===== src/rtl/serial_to_parallel_rx.sv =====
// serial_to_parallel_rx: comma-aligned 1:8 deserializer; `define LOSS_OF_LOCK_EN adds gap-based loss of lock.
module serial_to_parallel_rx #(
  parameter logic [7:0] COMMA = 8'hBC,
  parameter int LOCK_COUNT = 4,
  parameter int LOL_GAP = 64
) (
  input  logic       clk_32f,
  input  logic       reset,
  input  logic       data_in,
  output logic [7:0] data_out,
  output logic       valid_out,
  output logic       byte_strobe,
  output logic       active
);
  typedef enum logic [1:0] {HUNT, ALIGN, LOCKED} state_t;
  state_t state, state_n;
  logic [6:0] sr;
  logic [7:0] nb, data_n;
  logic [2:0] bit_cnt, bit_n;
  logic [3:0] bc_cnt, bc_n;
  logic valid_n, strobe_n, active_n, is_comma, bnd, lol;
  if (LOCK_COUNT < 1 || LOCK_COUNT > 15 || LOL_GAP < 1 || LOL_GAP > 255) begin : g_bad_param
    $error("serial_to_parallel_rx: LOCK_COUNT or LOL_GAP out of range");
  end
  assign nb = {sr, data_in};
  assign is_comma = nb == COMMA;
  assign bnd = state != HUNT && bit_cnt == 3'd7;
`ifdef LOSS_OF_LOCK_EN
  logic [7:0] gap, gap_n;
  // gap counts consecutive non-comma bytes seen while locked
  assign gap_n = (state != LOCKED || (bnd && is_comma)) ? 8'd0 : bnd ? gap + 8'd1 : gap;
  assign lol = state == LOCKED && bnd && !is_comma && gap + 8'd1 == LOL_GAP[7:0];
  always_ff @(posedge clk_32f) gap <= reset ? 8'd0 : gap_n;
`else
  assign lol = 1'b0;
`endif
  always_ff @(posedge clk_32f) begin
    if (reset) begin
      state <= HUNT;
      sr <= '0;
      bit_cnt <= '0;
      bc_cnt <= '0;
      data_out <= '0;
      valid_out <= 1'b0;
      byte_strobe <= 1'b0;
      active <= 1'b0;
    end else begin
      state <= state_n;
      sr <= nb[6:0];
      bit_cnt <= bit_n;
      bc_cnt <= bc_n;
      data_out <= data_n;
      valid_out <= valid_n;
      byte_strobe <= strobe_n;
      active <= active_n;
    end
  end
  always_comb begin
    state_n = state == HUNT   ? (is_comma ? (LOCK_COUNT == 1 ? LOCKED : ALIGN) : HUNT)
            : state == ALIGN  ? (!bnd ? ALIGN : !is_comma ? HUNT
                                 : (bc_cnt + 4'd1 == LOCK_COUNT[3:0]) ? LOCKED : ALIGN)
            : state == LOCKED ? (lol ? HUNT : LOCKED)
            : HUNT;
    bit_n = state == HUNT ? 3'd0 : bit_cnt + 3'd1;
    bc_n = state == HUNT ? (is_comma ? 4'd1 : 4'd0)
         : (state == ALIGN && bnd) ? (is_comma ? bc_cnt + 4'd1 : 4'd0)
         : bc_cnt;
  end
  always_comb begin
    strobe_n = state == LOCKED && bnd && !lol;
    active_n = state_n == LOCKED;
    valid_n = lol ? 1'b0 : strobe_n ? !is_comma : valid_out;
    data_n = lol ? 8'h00 : strobe_n ? (is_comma ? 8'h00 : nb) : data_out;
  end
endmodule


===== config.mk =====
export PLATFORM = sky130hd
export DESIGN_NAME = serial_to_parallel_rx
export DESIGN_NICKNAME = d
export VERILOG_FILES = /design/src/rtl/serial_to_parallel_rx.sv
export SDC_FILE = /design/constraint.sdc
export NUM_CORES = 1
export LEC_CHECK = 0
export BUFFER_PORTS_ARGS = -buffer_cell sky130_fd_sc_hd__buf_2
export CAP_MARGIN = 20
export CELL_PAD_IN_SITES_DETAIL_PLACEMENT = 1
export CELL_PAD_IN_SITES_GLOBAL_PLACEMENT = 2
export CORE_ASPECT_RATIO = 2
export CORE_MARGIN = 2
export CORE_UTILIZATION = 37
export CTS_CLUSTER_DIAMETER = 200
export DETAILED_ROUTE_END_ITERATION = 16
export GPL_ROUTABILITY_DRIVEN = 0
export PLACE_DENSITY = 0.86
export SYNTH_ARGS = -nofsm -noshare
export SYNTH_HDL_FRONTEND = slang
export SYNTH_SLANG_ARGS = --single-unit

===== constraint.sdc =====
create_clock -name clk_32f -period 3.2 [get_ports clk_32f]
set_clock_uncertainty 0.1 [all_clocks]
set_input_delay 0.32 -clock clk_32f [delete_from_list [all_inputs] [get_ports clk_32f]]
set_output_delay 0.32 -clock clk_32f [all_outputs]
set_load 0.01 [all_outputs]

---- Word-level counts from Yosys, hierarchy flattened ----
Cells that the tools add are included.
word-level totals
  bits of input ports ..................... 3
  output and inout bits ................... 11
  bits in registers ....................... 27
  word-level logic and storage cells ...... 36
operators by class
  reduce and logical (&&, ||, !) cells .... 8
  multiplexer cells ....................... 12
  add/subtract/negate cells ............... 2
  eq/ne operators ......................... 6
operator list
  kind                                            count
  two-way mux 2 bit                               6
  two-way mux 4 bit                               3
  == test 8 bit (second input constant)           1
  two-way mux 8 bit                               1
  adder 4 x 1 -> 4 bit (second input constant)    1
  == test 2 bit (second input constant)           2
  == test 4 x 3 -> 1 bit (second input constant)  1
  nonzero test 2 bit                              2
  adder 3 x 1 -> 3 bit (second input constant)    1
  == test 3 bit (second input constant)           1
  logical AND 1 bit                               3
  == test 2 x 1 -> 1 bit (second input constant)  1
  zero test 2 bit                                 1
  two-way mux 1 bit                               2
  OR reduction 2 bit                              1
  zero test 1 bit                                 1

---- Depth between registers and ports, before layout ----
  word-level depth ........................ 8
  depth in mapped cells ................... 6
  mapped depth without buffers ............ 5

---- Worst setup path before layout ----
No wires, ideal clock.
  path type ............................... register to register
  start point ............................. register bit_cnt[0]
  end point ............................... register data_out[7]
  arrival ................................. 1332 ps
  data required time ...................... 3030 ps
  buffers on the path ..................... 1
  stages on the path, launching flop included .. 7
  library setup time ...................... 70 ps
  period minus slack after synthesis ...... 1502 ps
  path slack .............................. 1698 ps
  cell sequence ........................... dfxtp_1 -> ha_1 -> ha_1 -> and3b_1 -> clkbuf_1 -> o211ai_1 -> a21oi_1
on the way
  word-level cells in the longest chain between the ends .. 3
ends and longest elaborated chain
  what                    line  RTL
  start, declared         19    logic [2:0] bit_cnt, bit_n;
  start signal, assigned  50    bit_cnt <= bit_n;
  == test 3 bit           27    assign bnd = state != HUNT && bit_cnt == 3'd7;
  logical AND 1 bit       27
  logical AND 1 bit       70    strobe_n = state == LOCKED && bnd && !lol;
  end signal, assigned    52    data_out <= data_n;
  end, declared           10    output logic [7:0] data_out,
Every way passes these cells.
A chain may end at the register's enable or synchronous reset.

---- Final worst setup path ----
  start point ............................. register bc_cnt[0]
  end point ............................... register state[0]
on the way
  word-level cells in the longest chain between the ends .. 7
ends and longest elaborated chain
  what                            line  RTL
  start, declared                 20    logic [3:0] bc_cnt, bc_n;
  start signal, assigned          51    bc_cnt <= bc_n;
  adder 4 x 1 -> 4 bit            61    : (bc_cnt + 4'd1 == LOCK_COUNT[3:0]) ? LOCKED : ALIGN)
  == test 4 x 3 -> 1 bit          61
  two-way mux 2 bit               61
  two-way mux 2 bit (3 in a row)  60    : state == ALIGN ? (!bnd ? ALIGN : !is_comma ? HUNT
  two-way mux 2 bit               59    state_n = state == HUNT ? (is_comma ? (LOCK_COUNT == 1 ? LOCKED : ALIGN) : HUNT)
  end signal, assigned            48    state <= state_n;
  end, declared                   16    state_t state, state_n;
Every way passes these cells.

==> metrics.md <==
| Metric | Value |
|---|---|
| Net count, final | `136` |
| Post-Route WL | `2470 um` |
| Post-Synth Adder-Cell Area | `0.0445` |
| Critical Path Source Type | `flip-flop` |
| H-tree Lvls | `1` |
| Post-CTS setup buffers | `0` |
| Area after DPL | `1200 um^2` |
| # diodes | `0` |
| Net Count, Synth | `125` |
| # IOs | `14` |
| Worst EP required | `3.32 ns` |
| Syn-to-layout area delta | `10.8%` |
| Largest family of logic cells by synthesized area | `simple AND/OR/NAND/NOR gates` |
| Drt first pass iters | `4` |
| Largest net degree at the start of global routing | `28` |
| Depth of the worst hold-timing path | `2` |
| Worst min-delay path category | `input pin to flip-flop` |
| Cells on worst reg2reg path | `4` |
| Leakage | `0.501 nW` |
| Tmin final | `1.71 ns` |
| Antenna violations before repair | `0` |
| # hold bufs at CTS | `0` |
| Final setup fails | `0` |
| Leading area contributor after synthesis | `dfxtp_1` |
| Num Clock Sinks | `27` |
| Hold slack final | `0.206 ns` |
| Final period utilization | `0.535` |
| Clk Latency, worst-skew pair | `0.27 ns` |
| Port Buffers | `13` |
| Die area | `3520 um^2` |
| Post-synthesis mux area share | `0` |
| WHS Endpoint | `sr[0]` |
| Mapped Cells | `118` |
| Syn_area_per_cell | `9.52 um^2` |
| Setup WS post-layout | `1.49 ns` |
| Share of post-route cells with drive strength above 1 | `0.172` |
| Cell area after synthesis | `1120 um^2` |
| Count leader, synth | `dfxtp_1` |
| Hold path startpoint | `data_in` |
| Reg-to-Reg End | `state[0]` |
| CTS resizes | `0` |
| Worst EP arrival | `1.83 ns` |
| Worst Max-Slew Pin Slew | `0.454 ns` |
| Reg2reg setup slack | `1.49 ns` |
| Clk buf depth | `2` |
| CTS clk-pin slew, worst paths | `0.09 ns` |
| Synth Flop Type | `dfxtp_1` |
| Largest fanout on the critical path | `7` |
| Final Max Slew Viols | `0` |
| DRC | `0` |
| Top cells by count, synth | `27 x dfxtp_1, 13 x nand2_1, 12 x a21oi_1` |
| Compound-Gate Fraction of Synth Area | `0.170` |
| First-pass GRT wire length | `4310 um` |
| Area of the core | `2940 um^2` |
| Top cells by area, synth | `dfxtp_1 48%, nor2b_1 5.6%, a21oi_1 5.3%, ha_1 4.5%, nand2_1 4.3%` |
| Worst R2R Start | `bc_cnt[0]` |
| Top-area cell type share of the netlist area | `0.481` |
| Outcome | `complete, no violations` |
| Max Clk Rate | `584 MHz` |
| DR iter-0 viols | `25` |
| Synth Area in XOR/XNOR | `0` |
| Vias per cell | `5.58` |
| Setup_tns | `0 ns` |
| Routed via count | `882` |
| Post-synth EDFFs | `0` |
| #FFs+latches synth | `27` |
| TritonCTS Buffers | `3` |
| TritonCTS clock tree | `done` |
| Core Util, Final | `0.423` |
| Final HPWL DP | `1860 um` |
| Peak supply drop | `0.000336 V` |
| Post-route design area | `1240 um^2` |
| Die Width | `43.0 um` |
| Site Rows | `28` |
| Vias in the first global route | `924` |
| Asr flop ratio synth | `0` |
| Wire length per cell | `15.7 um` |
| Slowest Stage Delay on Critical Path | `0.47 ns` |
| Sequential area share after synthesis | `0.481` |
| CP cell instances | `ha_1 > and3b_1 > a31oi_1 > o221a_2` |
| Simple-Gate Fraction of Synth Area | `0.280` |
| Worst slew margin | `0.697` |
| CP endpoint kind | `flip-flop` |
| Post-route antenna net violation count | `0` |
| Setup repair after global routing missed its margin | `no` |
| Root Buffer | `clkbuf_8` |
| Gr ovfl total | `0` |
| Final hold vios | `0` |
| Yosys cell types | `30` |
| Syn. warnings | `0` |
| Total GRT Usage | `0.163` |
| Initial Util | `0.382` |
| Fillers | `361` |
| Critical-path top delay cell | `dfxtp_1` |
| Die extent in y | `81.9 um` |
| Setup WS pre-CTS | `1.43 ns` |
| Critical path class | `flip-flop to flip-flop` |
| Pwr/cell area | `433 nW/um^2` |
| Max Cap Viol | `0` |
-- sequential cells by signal, summed over array words and instances (netlist names) --
| signal | cells |
|---|---|
| active | 1 |
| bc_cnt | 4 |
| bit_cnt | 3 |
| byte_strobe | 1 |
| data_out | 8 |
| sr | 7 |
| state | 2 |
| valid_out | 1 |
-- metal layers --
metal  global-route usage  vias to the layer above  wire, um
met3               0.0198                        4        53
met5                    0                        -         0
met2                0.321                       14      1470
li1                     -                      443         -
met4               0.0727                        0        48
met1                0.164                      421       904
-- cell families (layout without fill, tap and decap cells) --
logic type      count (synthesis)  after routing
simple gates                   50             50
flops                          27             27
compound gates                 30             30
buf+inv                         7             17
fa+ha+maj                       4              4
-- where the power goes --
group,internal (mW),leakage [nW],total [mW],switching (mW)
sequential,0.338,0.218,0.340,0.00189
combinational,0.00296,0.258,0.00891,0.00596
clock,0.0872,0.0255,0.191,0.103
total,0.428,0.501,0.539,0.111
-- worst max path at each step --
stage | end | from | cells after the start
6_report | state[0] | bc_cnt[0] | 4
4_1_cts | state[0] | bc_cnt[0] | 4
3_3_place_gp | bc_cnt[3] | data_in | 4
3_5_place_dp | bc_cnt[3] | data_in | 4
2_1_floorplan | data_out[7] | bit_cnt[0] | 6
5_1_grt | data_out[5] | bit_cnt[0] | 5
-- placed cells by master, fill, tap and decap left out, types with 2 or more instances in the layout --
cell type   n
o21ai_0     5
ha_1        4
nand3b_1    2
dfxtp_1    27
and2_1      2
o211ai_1    5
a31oi_1     2
buf_2      13
and4b_1     2
nor2b_1    10
o31ai_1     2
nand4bb_1   2
nand3_1     2
and3b_1     3
nand2_1    13
nand4_1     2
clkbuf_8    3
nor2_1      5
a21oi_1    12
-- stage by stage --
step | total power, mW | cells
4_1_cts | 0.547 | 158
5_1_grt | 0.558 | 158
3_3_place_gp | 0.356 | 154
3_5_place_dp | 0.357 | 154
2_1_floorplan | 0.354 | 118
6_report | 0.539 | 158
-- cell type report --
cell class / instances / area [um^2] / share of cell area
multi-input combinational: 84 / 556 / 0.446
timing repair buffer: 13 / 65.1 / 0.0523
clock inverter: 1 / 5.00 / 0.00402
sequential: 27 / 541 / 0.434
clock buffer: 3 / 41.3 / 0.0332
tap: 30 / 37.5 / 0.0302
-- critical path: cells and delay by family, from the launching register on --
family                     cells  cell delay, ns
DFF                            1            0.47
AOI/OAI and AO/OA              2            0.63
adders and majority gates      1            0.26
and+or+nand+nor                1            0.20
Note: power is estimated with default switching activity, not from simulation.
